==> config.mk <==
export PLATFORM = sky130hd
export DESIGN_NAME = edge_frame_streamer
export DESIGN_NICKNAME = d
export VERILOG_FILES = /design/src/rtl/pattern_recognition_pkg.sv /design/src/rtl/stream_skid_fifo.sv /design/src/rtl/edge_frame_streamer.sv
export SDC_FILE = /design/constraint.sdc
export NUM_CORES = 1
export LEC_CHECK = 0
export ABC_AREA = 0
export CAP_MARGIN = 10
export CORE_MARGIN = 2
export CORE_UTILIZATION = 39
export CTS_CLUSTER_DIAMETER = 150
export DETAILED_ROUTE_END_ITERATION = 8
export GPL_TIMING_DRIVEN = 1
export HOLD_SLACK_MARGIN = 0.15
export PLACE_DENSITY_LB_ADDON = 0.15
export SLEW_MARGIN = 20
export SYNTH_ARGS = -nofsm -noshare
export SYNTH_HDL_FRONTEND = slang
export SYNTH_HIERARCHICAL = 1
export SYNTH_SLANG_ARGS = --single-unit
==> constraint.sdc <==
create_clock -name clk -period 4.4 [get_ports clk]
set_input_delay 0.88 -clock clk [delete_from_list [all_inputs] [get_ports clk]]
set_output_delay 0.88 -clock clk [all_outputs]
set_load 0.05 [all_outputs]
==> src/rtl/pattern_recognition_pkg.sv <==
// Shared types for the pattern_recognition block: readout FSM states,
// the per-pixel tag carried through the skid FIFO, and FIFO sizing.
package pattern_recognition_pkg;

  typedef enum logic [1:0] {
    IDLE,
    STREAM,
    DRAIN
  } stream_state_t;

  // One captured edge bit plus its frame markers; widened to W bits at the FIFO output.
  typedef struct packed {
    logic bit_val;
    logic sof;
    logic eol;
  } pix_tag_t;

  localparam int unsigned FIFO_DEPTH = 4;
  localparam int unsigned FIFO_PTR_W = $clog2(FIFO_DEPTH);
  localparam int unsigned FIFO_CNT_W = $clog2(FIFO_DEPTH + 1);

endpackage

==> src/rtl/stream_skid_fifo.sv <==
// 4-entry synchronous FIFO of pix_tag_t with occupancy count.
// A push into a full FIFO is dropped unless a pop happens in the same cycle.
module stream_skid_fifo
  import pattern_recognition_pkg::*;
(
  input  logic                  clk,
  input  logic                  rst,
  input  logic                  push,
  input  pix_tag_t              push_data,
  input  logic                  pop,
  output pix_tag_t              head,
  output logic [FIFO_CNT_W-1:0] count
);

  pix_tag_t              mem [FIFO_DEPTH];
  logic [FIFO_PTR_W-1:0] wr_ptr;
  logic [FIFO_PTR_W-1:0] rd_ptr;
  logic                  do_push;
  logic                  do_pop;

  assign do_pop  = pop && (count != '0);
  assign do_push = push && ((count != FIFO_CNT_W'(FIFO_DEPTH)) || do_pop);
  assign head    = mem[rd_ptr];

  // Pointer and occupancy bookkeeping.
  always_ff @(posedge clk or posedge rst) begin
    if (rst) begin
      wr_ptr <= '0;
      rd_ptr <= '0;
      count  <= '0;
    end else begin
      if (do_push) wr_ptr <= wr_ptr + FIFO_PTR_W'(1);
      if (do_pop)  rd_ptr <= rd_ptr + FIFO_PTR_W'(1);
      case ({do_push, do_pop})
        2'b10:   count <= count + FIFO_CNT_W'(1);
        2'b01:   count <= count - FIFO_CNT_W'(1);
        default: ;
      endcase
    end
  end

  // Entry storage; contents are only observed while count is non-zero.
  always_ff @(posedge clk) begin
    if (do_push) mem[wr_ptr] <= push_data;
  end

endmodule

==> src/rtl/edge_frame_streamer.sv <==
// Streams a captured binary edge frame out of the BRAM read port as a
// W-bit valid/ready pixel stream with start-of-frame and end-of-line tags.
// Optional feature macro: EDGE_STREAM_BORDER_MASK_EN zeroes the outer
// ring of pixels (first/last row, first/last column).
module edge_frame_streamer
  import pattern_recognition_pkg::*;
#(
  parameter  int IMG_WIDTH  = 640,
  parameter  int IMG_HEIGHT = 480,
  parameter  int W          = 8,
  localparam int ADDR_W     = $clog2(IMG_WIDTH * IMG_HEIGHT)
) (
  input  logic              clk,
  input  logic              rst,
  input  logic              valid_to_read,
  input  logic              start,
  output logic              busy,
  output logic              done,
  output logic              aborted,
  output logic [ADDR_W-1:0] read_addr,
  input  logic              read_data,
  output logic              y_valid,
  input  logic              y_ready,
  output logic [W-1:0]      y_data,
  output logic              y_sof,
  output logic              y_eol
);

  localparam int COL_W = $clog2(IMG_WIDTH);
  localparam int ROW_W = $clog2(IMG_HEIGHT);
  localparam logic [ADDR_W-1:0] LAST_ADDR = ADDR_W'(IMG_WIDTH * IMG_HEIGHT - 1);
  localparam logic [COL_W-1:0]  LAST_COL  = COL_W'(IMG_WIDTH - 1);

  stream_state_t         state;
  logic [ADDR_W-1:0]     addr_cnt;
  logic [COL_W-1:0]      col_cnt;
  logic [ROW_W-1:0]      row_cnt;
  logic                  abort_q;

  // req_*: address on read_addr this cycle; land_*: its data on read_data this cycle.
  logic                  req_q;
  logic                  req_sof;
  logic                  req_eol;
  logic                  land_q;
  logic                  land_sof;
  logic                  land_eol;

  logic                  issue;
  logic                  credit_ok;
  logic [3:0]            occ_after;

  logic                  fifo_push;
  logic                  fifo_pop;
  pix_tag_t              fifo_in;
  pix_tag_t              fifo_head;
  logic [FIFO_CNT_W-1:0] fifo_count;

  // Occupancy is taken after this cycle's pop so a steady one-per-cycle
  // stream keeps issuing; worst case the FIFO holds 3 of its 4 entries.
  always_comb begin
    occ_after = 4'(fifo_count) - 4'(fifo_pop) + 4'(req_q) + 4'(land_q);
    credit_ok = (occ_after <= 4'd2);
    issue     = (state == STREAM) && valid_to_read && credit_ok;
  end

  // Readout FSM, address/row/column counters and the read pipeline tags.
  always_ff @(posedge clk or posedge rst) begin
    if (rst) begin
      state     <= IDLE;
      addr_cnt  <= '0;
      col_cnt   <= '0;
      row_cnt   <= '0;
      abort_q   <= 1'b0;
      read_addr <= '0;
      req_q     <= 1'b0;
      req_sof   <= 1'b0;
      req_eol   <= 1'b0;
      land_q    <= 1'b0;
      land_sof  <= 1'b0;
      land_eol  <= 1'b0;
      done      <= 1'b0;
      aborted   <= 1'b0;
    end else begin
      done     <= 1'b0;
      aborted  <= 1'b0;
      req_q    <= issue;
      land_q   <= req_q;
      land_sof <= req_sof;
      land_eol <= req_eol;
      case (state)
        IDLE: begin
          if (start && valid_to_read) begin
            state    <= STREAM;
            addr_cnt <= '0;
            col_cnt  <= '0;
            row_cnt  <= '0;
            abort_q  <= 1'b0;
          end
        end
        STREAM: begin
          if (!valid_to_read) begin
            abort_q <= 1'b1;
            state   <= DRAIN;
          end else if (issue) begin
            read_addr <= addr_cnt;
            req_sof   <= (addr_cnt == '0);
            req_eol   <= (col_cnt == LAST_COL);
            if (addr_cnt == LAST_ADDR) begin
              state <= DRAIN;
            end else begin
              addr_cnt <= addr_cnt + ADDR_W'(1);
              if (col_cnt == LAST_COL) begin
                col_cnt <= '0;
                row_cnt <= row_cnt + ROW_W'(1);
              end else begin
                col_cnt <= col_cnt + COL_W'(1);
              end
            end
          end
        end
        DRAIN: begin
          if (!req_q && !land_q &&
              ((fifo_count == '0) || ((fifo_count == FIFO_CNT_W'(1)) && fifo_pop))) begin
            state <= IDLE;
            if (abort_q) aborted <= 1'b1;
            else         done    <= 1'b1;
          end
        end
        default: state <= IDLE;
      endcase
    end
  end

`ifdef EDGE_STREAM_BORDER_MASK_EN
  logic req_border;
  logic land_border;

  // Border flag travels alongside the read so the mask lines up with read_data.
  always_ff @(posedge clk or posedge rst) begin
    if (rst) begin
      req_border  <= 1'b0;
      land_border <= 1'b0;
    end else begin
      if (issue) begin
        req_border <= (row_cnt == '0) || (row_cnt == ROW_W'(IMG_HEIGHT - 1)) ||
                      (col_cnt == '0) || (col_cnt == LAST_COL);
      end
      land_border <= req_border;
    end
  end

  // Landed bit with the outer ring forced to zero.
  always_comb begin
    fifo_in.bit_val = read_data && !land_border;
    fifo_in.sof     = land_sof;
    fifo_in.eol     = land_eol;
  end
`else
  // Landed bit passed through unmodified.
  always_comb begin
    fifo_in.bit_val = read_data;
    fifo_in.sof     = land_sof;
    fifo_in.eol     = land_eol;
  end
`endif

  assign fifo_push = land_q;
  assign fifo_pop  = y_valid && y_ready;

  stream_skid_fifo u_fifo (
    .clk       (clk),
    .rst       (rst),
    .push      (fifo_push),
    .push_data (fifo_in),
    .pop       (fifo_pop),
    .head      (fifo_head),
    .count     (fifo_count)
  );

  assign busy    = (state != IDLE);
  assign y_valid = (fifo_count != '0);
  assign y_data  = (y_valid && fifo_head.bit_val) ? '1 : '0;
  assign y_sof   = y_valid && fifo_head.sof;
  assign y_eol   = y_valid && fifo_head.eol;

endmodule

Yosys cells after proc, flatten, opt, wreduce, memory -nomap -nowiden
Memory sizes are Yosys's and may differ from the RTL's.
Index checks and enable logic that the tools add are counted.
{"block": "classes", "add_sub_neg": 9, "order_cmp": 1, "eq_ne": 16, "n_mux": 30, "n_reduce_logical": 27}
{"op": "$mux W19", "count": 4}
{"op": "$mux W10", "count": 5}
{"op": "$pmux W19 S2", "count": 1}
{"op": "$pmux W10 S2", "count": 1}
{"op": "$add A19 B1 Y19 const B", "count": 1}
{"op": "$eq A19 B19 Y1 const B", "count": 1}
{"op": "$logic_not A19 Y1", "count": 1}
{"op": "$logic_and A1 B1 Y1", "count": 12}
{"op": "$ne A2 B2 Y1 const B", "count": 6}
{"op": "$add A10 B1 Y10 const B", "count": 1}
{"op": "$eq A10 B10 Y1 const B", "count": 1}
{"op": "$mux W1", "count": 10}
{"op": "$mux W2", "count": 5}
{"op": "$add A4 B1 Y4", "count": 2}
{"op": "$mux W8", "count": 1}
{"op": "$ne A3 B3 Y1 const B", "count": 2}
{"op": "$pmux W2 S3", "count": 1}
{"op": "$pmux W3 S2", "count": 1}
{"op": "$reduce_and A3 Y1", "count": 2}
{"op": "$reduce_bool A2 Y1", "count": 3}
{"op": "$reduce_and A5 Y1", "count": 1}
{"op": "$add A2 B1 Y2 const B", "count": 2}
{"op": "$eq A2 B1 Y1 const B", "count": 2}
{"op": "$eq A2 B2 Y1 const B", "count": 2}
{"op": "other kinds (13)", "count": 15}
{"block": "word_totals", "register_bits": 66, "mem_bits_rw": 12, "in_bits": 6, "out_inout_bits": 33, "word_cells": 100, "mem_count": 1}
{"name": "u_fifo.mem", "words": 4, "width": 3, "read_ports": 1, "rd_ports_with_merged_regs": 0, "wr": 1, "line": "stream_skid_fifo.sv:15", "text": "pix_tag_t mem [FIFO_DEPTH];"}

Logic depth before layout (Yosys ltp)
Gate-level depths: netlist (run 1).
{"block": "depth", "depth_word": 10, "ltp_mapped": 14, "ltp_nobuf": 12}

Cells and area by module
Netlist (run 1), hierarchy kept.
{"mod": "edge_frame_streamer", "instances": 1, "cells_each": 353, "area_per_inst_um2": 3268.1, "seq_area_each_um2": 1476.4}
{"mod": "stream_skid_fifo", "instances": 1, "cells_each": 69, "area_per_inst_um2": 938.4, "seq_area_each_um2": 535.5}

Least setup slack after synthesis (run 1)
OpenSTA, ideal clock, no wires.
{"block": "synth_timing", "path_type": "input to register", "startpoint": "in y_ready", "endpoint": "reg addr_cnt[7]", "setup_time_ns": 0.136, "arrival_ns": 3.269, "required_ns": 4.264, "path_slack_ns": 0.996, "stages": 13, "n_path_buf": 2, "path_cell_list": "inv_1 > nor2_1 > ha_1 > fa_1 > inv_1 > fa_1 > nor2b_1 > nor3_2 > nand3_2 > clkbuf_1 > buf_2 > o311ai_1 > o41ai_1"}
{"block": "synth_between", "elab_chain_cells": 8}
{"item": "start, declared", "line": "edge_frame_streamer.sv:23", "text": "input logic y_ready,"}
{"item": "$logic_and A1 B1 Y1", "line": "edge_frame_streamer.sv:168", "text": "assign fifo_pop = y_valid && y_ready;"}
{"item": "net fifo_pop", "line": "edge_frame_streamer.sv:53", "text": "logic fifo_pop;"}
{"item": "$sub A3 B1 Y4", "line": "edge_frame_streamer.sv:61", "text": "occ_after = 4'(fifo_count) - 4'(fifo_pop) + 4'(req_q) + 4'(land_q);"}
{"item": "$add A4 B1 Y4 (2 in a row)", "line": "edge_frame_streamer.sv:61"}
{"item": "$le A4 B2 Y1", "line": "edge_frame_streamer.sv:62", "text": "credit_ok = (occ_after <= 4'd2);"}
{"item": "$logic_and A1 B1 Y1", "line": "edge_frame_streamer.sv:63", "text": "issue = (state == STREAM) && valid_to_read && credit_ok;"}
{"item": "$ne A2 B2 Y1 (no line)"}
{"item": "$reduce_and A5 Y1 (no line)"}
{"item": "end signal, assigned", "line": "edge_frame_streamer.sv:111", "text": "addr_cnt <= addr_cnt + ADDR_W'(1);"}
{"item": "end, declared", "line": "edge_frame_streamer.sv:35", "text": "logic [ADDR_W-1:0] addr_cnt;"}
The timed path passes the listed nets, and every way through them passes these cells.
A chain may end at the register's enable or synchronous reset.

Worst setup path in the final report (run 1)
{"block": "layout_timing", "startpoint": "in y_ready", "endpoint": "reg col_cnt[5]"}
{"block": "layout_between", "elab_chain_cells": 8}
{"item": "$logic_and A1 B1 Y1", "line": "edge_frame_streamer.sv:168"}
{"item": "net fifo_pop", "line": "edge_frame_streamer.sv:53"}
{"item": "$sub A3 B1 Y4", "line": "edge_frame_streamer.sv:61"}
{"item": "$add A4 B1 Y4 (2 in a row)", "line": "edge_frame_streamer.sv:61"}
{"item": "$le A4 B2 Y1", "line": "edge_frame_streamer.sv:62"}
{"item": "$logic_and A1 B1 Y1", "line": "edge_frame_streamer.sv:63"}
{"item": "$ne A2 B2 Y1 (no line)"}
{"item": "$reduce_and A5 Y1 (no line)"}
{"item": "end signal, assigned", "line": "edge_frame_streamer.sv:116", "text": "col_cnt <= col_cnt + COL_W'(1);"}
{"item": "end, declared", "line": "edge_frame_streamer.sv:36", "text": "logic [COL_W-1:0] col_cnt;"}
The timed path passes the listed nets, and every way through them passes these cells.

==> flow_summary.json, run 1 <==
{
  "ys.flop_type": "dfrtp_1",
  "tightest_slew_ps": 802.1,
  "seqCellArea_um2": 2012,
  "synth_area_um2": 4207,
  "rows": 37,
  "yosysUniqueCellTypes": 67,
  "pin_count": 39,
  "start_util_pct": 40.38,
  "final-setup-viol-count": 0,
  "cp_data_required_time_ps": 4620,
  "cts.sinks": 78,
  "fp.dieW_um": 107.9,
  "tns_ps": 0,
  "fin_crit_sh_pct": 85.36,
  "clk_latency_ps": 360,
  "drt_pre_antenna_iters": 6,
  "hold_buffers": 0,
  "layout.nets": 472,
  "synth_edf_count": 12,
  "clock_path_buffers": 2,
  "dpl_cell_area_um2": 4678,
  "syn_area_per_cell_um2": 9.968,
  "grt_antenna_before_repair": 0,
  "cts_tree": "built",
  "num_vias": 3154,
  "cts_resized": 0,
  "worst_hold_slack_ps": 377.7,
  "status": "completed",
  "syn_inst": 422,
  "period_minus_slack_ps": 3756,
  "drive_gt1_share_pct": 11.35,
  "drt_iter0_drc": 194,
  "cap_viol_max_count": 0,
  "critPathMaxFanout": 6,
  "post-cts-setup-buffers": 0,
  "wirelength_um": 9006,
  "p_leak_uw": 0.002100,
  "ys_async_sr_fraction_pct": 84.62,
  "fin_skew_ps": 13.97,
  "grt_pass1_vias": 3068,
  "relSlewSlack_pct": 46.22,
  "cpPeakStageDelay_ps": 510,
  "hold_path_class": "flop to flop",
  "numCtsBuffers": 9,
  "vdd_drop_max_v": 0.0004890,
  "grtUsageTotal_pct": 16.99,
  "crit_arrival_ps": 3980,
  "grt_max_degree": 35,
  "syn_nets": 441,
  "dieArea_um2": 11630,
  "synthToLayoutAreaGrowth_pct": 15.85,
  "multiInputGateArea_um2": 1952,
  "clockRootBuffer": "clkbuf_8",
  "stdcell_area_um2": 4873,
  "core_area_um2": 10420,
  "cts_htree_levels": 3,
  "gp_congestion": 0.8055,
  "crit_slowest_cell": "or3_1",
  "grt-ovfl-total": 0,
  "critPathLaunchType": "primary input",
  "critical_path.cell_chain": "clkdlybuf4s50_1 > inv_1 > nor2_1 > ha_1 > fa_1 > inv_1 > fa_1 > nor2b_1 > nor3_2 > nand3_2 > or3_1 > o41ai_1",
  "critPathKind": "primary input to flop",
  "hpwl_um": 6264,
  "timing.final.hold_violations": 0,
  "port_buffers": 38,
  "slew_violations": 0,
  "endpoint_kind": "flop",
  "antenna_left": 0,
  "ys_ff_latch": 78,
  "ys_warn_count": 6,
  "grt_pass1_wl_um": 15490,
  "via_per_inst": 5.310,
  "nFillCells": 968,
  "wl_per_cell_um": 15.16,
  "seq_area_frac_synth_pct": 47.83,
  "remaining_drc_errors": 0,
  "grt_setup_unrepaired": "false",
  "antenna_cells": 0,
  "fmax_mhz": 266.3,
  "path_clk_slew_ps": 70,
  "power.density_nw_per_um2": 507.9,
  "die_h_um": 107.9
}
[cell usage after synthesis (3+ instances only)]
library cell,number,area [um2]
and3_1,8,50.05
o31ai_2,5,62.56
or4_1,8,60.06
or3_1,5,31.28
ha_1,10,125.1
a21oi_2,5,43.79
edfxtp_1,12,360.4
nor2_1,17,63.81
o311ai_0,3,26.28
nand2_1,84,315.3
fa_1,3,60.06
a21oi_1,10,50.05
dfrtp_1,66,1652
nand4_1,7,43.79
o41ai_1,3,26.28
clkbuf_1,8,30.03
nor3_1,6,30.03
o21ai_0,8,40.04
and4_1,4,35.03
nand3_1,15,75.07
xnor2_1,4,35.03
buf_2,9,45.04
buf_4,7,52.55
o31ai_1,6,45.04
nor4_1,5,31.28
nand2b_1,10,62.56
inv_1,21,78.83
mux2i_1,9,90.09
o311ai_1,4,35.03
a31oi_1,3,18.77
and2_1,4,25.02
nand3b_1,3,22.52
nor2b_1,7,43.79
mux4_2,3,67.56
nor3b_1,3,22.52
[placed cells by master (no fill, tap or decap), types with 7 or more instances in the layout]
cell             count
nand4_1              7
nor2b_1              7
mux2i_1              9
and3_1               8
inv_1               20
or4_1                8
clkbuf_8             9
nand2b_1            10
clkdlybuf4s50_1     38
dfrtp_1             66
nand3_1             15
a21oi_1             10
nand2_1             84
buf_4                9
edfxtp_1            12
o21ai_0              8
ha_1                10
nor2_1              17
[cells by family (layout without fill, tap and decap cells)]
logic type	Yosys count	after routing	synth area share, %
multiplexers	13	13	4.105
AO/OA/AOI/OAI	59	59	10.47
buffers and inverters	50	86	5.919
XOR/XNOR	6	6	1.249
AND/OR/NAND/NOR	203	203	26.03
adder cells (fa/ha/maj)	13	13	4.402
flip-flops	78	78	47.83
[registers in the layout, indices dropped and copies added (netlist names)]
register / count
addr_cnt: 19
read_addr: 19
u_fifo/mem: 12
col_cnt: 10
u_fifo/count: 3
state: 2
u_fifo/rd_ptr: 2
u_fifo/wr_ptr: 2
abort_q: 1
aborted: 1
done: 1
fifo_push: 1
land_eol: 1
land_sof: 1
req_eol: 1
req_q: 1
req_sof: 1
[routing by layer]
layer  up-vias  global-route usage, %  wire [um]
li1       1563                      -          -
met1      1527                  24.18       4469
met2        56                  25.65       4196
met3         8                  3.571        265
met4         0                  5.952         75
met5         -                      0          0
[worst paths after layout]
path,start,end,slack [ps],cells after the start
worst max-delay path,y_ready,col_cnt[5],640,12
worst min-delay path,req_q,fifo_push,380,0
worst max register to register,u_fifo/count[0],col_cnt[5],860,12
worst min register to register,req_q,fifo_push,380,0
max in group asynchronous,rst,col_cnt[3],2710,3
min in group asynchronous,rst,u_fifo/count[2],800,2
[power breakdown]
group,internal [uW],switching [uW]
Combinational,390,649
Sequential,809,103
Clock,257,267
Total,1460,1020
[through the flow]
stage          worst slack (ps)  power [uW]  utilization (%)  instances
2_1_floorplan             995.6        1727                -        422
3_3_place_gp              363.1        1953            44.91        578
3_5_place_dp              300.4        1971            44.91        578
4_1_cts                   665.9        2503            46.73        594
5_1_grt                   438.2        2654            46.79        594
6_report                  644.4        2475            46.79        594
[worst max-delay path, delay by kind of cell]
| kind | cells | cell delay [ps] |
|---|---|---|
| AOI/OAI and AO/OA | 1 | 390 |
| adders and majority gates | 3 | 1040 |
| and+or+nand+nor | 5 | 1060 |
| buffers and inverters | 3 | 600 |
[final cells by class]
cell class	count	area share, %
Clock inverter	7	1.335
Inverter	22	1.694
Multi-Input combinational cell	294	40.05
Sequential cell	78	41.28
Timing Repair Buffer	48	9.602
Clock buffer	9	2.542
Tap cell	136	3.492
No activity file was read; power rests on OpenSTA's default activity.
==> run 2: changes to the inputs <==
CAP_MARGIN = 20   (was 10)
SLEW_MARGIN = 30   (was 20)
==> run 2 against run 1 <==
Compared with the run above:
- fmax about the same
- count of clock-buffer cells in the layout is 3 higher
- combinational power about the same
- sequential cell count did not move
- design area about the same
- hold slack gained 4.1 ps
==> flow_summary.json, run 2 (synthesized netlist as in run 1, its figures left out) <==
{
  "period_minus_slack_ps": 3758,
  "tightest_slew_ps": 776.1,
  "cts_htree_levels": 3,
  "hold_path_class": "flop to flop",
  "hpwl_um": 6250,
  "cap_viol_max_count": 0,
  "top_regs": "addr_cnt x19, read_addr x19, u_fifo/mem x12",
  "path_clk_slew_ps": 80,
  "final_util_pct": 46.82,
  "dpl_cell_area_um2": 4684,
  "clk_latency_ps": 360,
  "dieArea_um2": 11630,
  "relSlewSlack_pct": 47.97,
  "setup_ws_ps": 642.1,
  "drt_iter0_drc": 213,
  "nFillCells": 980,
  "critPathMaxFanout": 31,
  "cts.sinks": 78,
  "via_per_inst": 5.285,
  "rrSetupSlack_ps": 860,
  "vdd_drop_max_v": 0.0004891,
  "start_util_pct": 40.38,
  "crit_slowest_cell": "or4_1",
  "port_buffers": 38,
  "layout.nets": 472,
  "timing.final.hold_violations": 0,
  "numCtsBuffers": 9,
  "grt_antenna_before_repair": 0,
  "fin_crit_sh_pct": 85.41,
  "power.density_nw_per_um2": 511.6,
  "cts_tree": "built",
  "clock_path_buffers": 2,
  "cp_data_required_time_ps": 4690,
  "grt-ovfl-total": 0,
  "fp.dieW_um": 107.9,
  "cpPeakStageDelay_ps": 550,
  "gp_congestion": 0.8055,
  "stdcell_area_um2": 4877,
  "min_to": "fifo_push",
  "tns_ps": 0,
  "post-place-ws_ps": 315.6,
  "power_uw": 2495,
  "whs_path_depth": 0,
  "grtUsageMet3_pct": 3.208,
  "fmax_mhz": 266.1,
  "grt_max_degree": 35,
  "critPathKind": "primary input to flop",
  "mostFrequentLayoutCells": "nand2_1 (84), dfrtp_1 (66), clkdlybuf4s50_1 (38)",
  "p_leak_uw": 0.002110,
  "final-setup-viol-count": 0,
  "hold_buffers": 0,
  "rows": 37,
  "fin_skew_ps": 10.61,
  "min_from": "req_q",
  "cts_resized": 0,
  "synthToLayoutAreaGrowth_pct": 15.94,
  "wirelength_um": 9048,
  "status": "completed",
  "grt_pass1_wl_um": 15670,
  "clockRootBuffer": "clkbuf_8",
  "post-cts-setup-buffers": 0,
  "antenna_left": 0,
  "slew_violations": 0,
  "core_area_um2": 10420,
  "critical_path.cell_chain": "clkdlybuf4s50_1 > inv_1 > nor2_1 > ha_1 > fa_1 > inv_1 > fa_1 > nor2b_1 > nor3_2 > nand3_2 > buf_4 > or4_1 > a21oi_2",
  "drive_gt1_share_pct": 11.35,
  "antenna_cells": 0,
  "reg2regPathDepth": 13,
  "busiest_layer": "met2",
  "use_met1_pct": 24.63,
  "die_h_um": 107.9,
  "critPathLaunchType": "primary input",
  "worst-path-buf-inv": 4,
  "use_met2_pct": 26.19,
  "num_vias": 3139,
  "r2r-start": "u_fifo/count[0]",
  "grt_pass1_vias": 3097,
  "crit_arrival_ps": 4040,
  "crit_family": "simple AND/OR/NAND/NOR gates",
  "wl_per_cell_um": 15.23,
  "pin_count": 39,
  "drt_pre_antenna_iters": 4,
  "grt_setup_unrepaired": "false",
  "r2r_end": "col_cnt[8]",
  "endpoint_kind": "flop",
  "grtUsageTotal_pct": 17.23,
  "final_common_cell": "nand2_1",
  "remaining_drc_errors": 0
}
==> run 2: cell types whose count changed in the layout (fill, tap and decap cells not counted) <==
cell        change
clkinv_1        -2
clkbuf_8        +1
clkinvlp_4      -2
clkinv_2        +1
clkbuf_1        +2
==> run 2: worst register-to-register path, stage by stage, from the launching register on <==
cell,delay (ps)
dfrtp_1,500
nor3_1,220
buf_4,170
nor2_1,60
ha_1,290
fa_1,390
inv_1,80
fa_1,390
nor2b_1,160
nor3_2,120
nand3_2,110
buf_4,240
or4_1,570
a21oi_2,150
==> run 2: worst max-delay path by stage <==
stage	depth (start not counted)	slack, ps	start	endpoint
after global routing	13	440	y_ready	col_cnt[8]
after global placement	13	360	y_ready	addr_cnt[9]
after floorplan	13	1000	y_ready	addr_cnt[7]
final	13	640	y_ready	col_cnt[8]
after detailed placement	13	320	y_ready	col_cnt[8]
after CTS	13	670	y_ready	col_cnt[8]
==> run 2: power by group <==
part | internal, uW | switching [uW] | total, uW
clock | 276 | 264 | 541
combinational | 391 | 650 | 1040
sequential | 809 | 104 | 913
total | 1480 | 1020 | 2500
==> run 2: layer usage <==
| layer | vias up | wire length (um) |
|---|---|---|
| met5 | - | 0 |
| met4 | 0 | 115 |
| met3 | 11 | 263 |
| met2 | 51 | 4110 |
| met1 | 1527 | 4558 |
| li1 | 1550 | - |
==> run 2: final cells by class <==
type / instances / area [um2] / share of cell area [%]
Clock buffer: 12 / 145.1 / 2.976
Sequential cell: 78 / 2012 / 41.25
Clock inverter: 4 / 47.55 / 0.9749
Inverter: 22 / 82.58 / 1.693
Tap cell: 136 / 170.2 / 3.489
Multi-Input combinational cell: 294 / 1952 / 40.02
Timing Repair Buffer: 48 / 467.9 / 9.595
==> run 2: stage by stage <==
step / std cells / hold WS, ps
floorplan: 422 / 353.5
finish: 594 / 381.8
CTS: 594 / 383.2
global route: 594 / 396.9
global placement: 578 / 361.4
detailed placement: 578 / 363.6
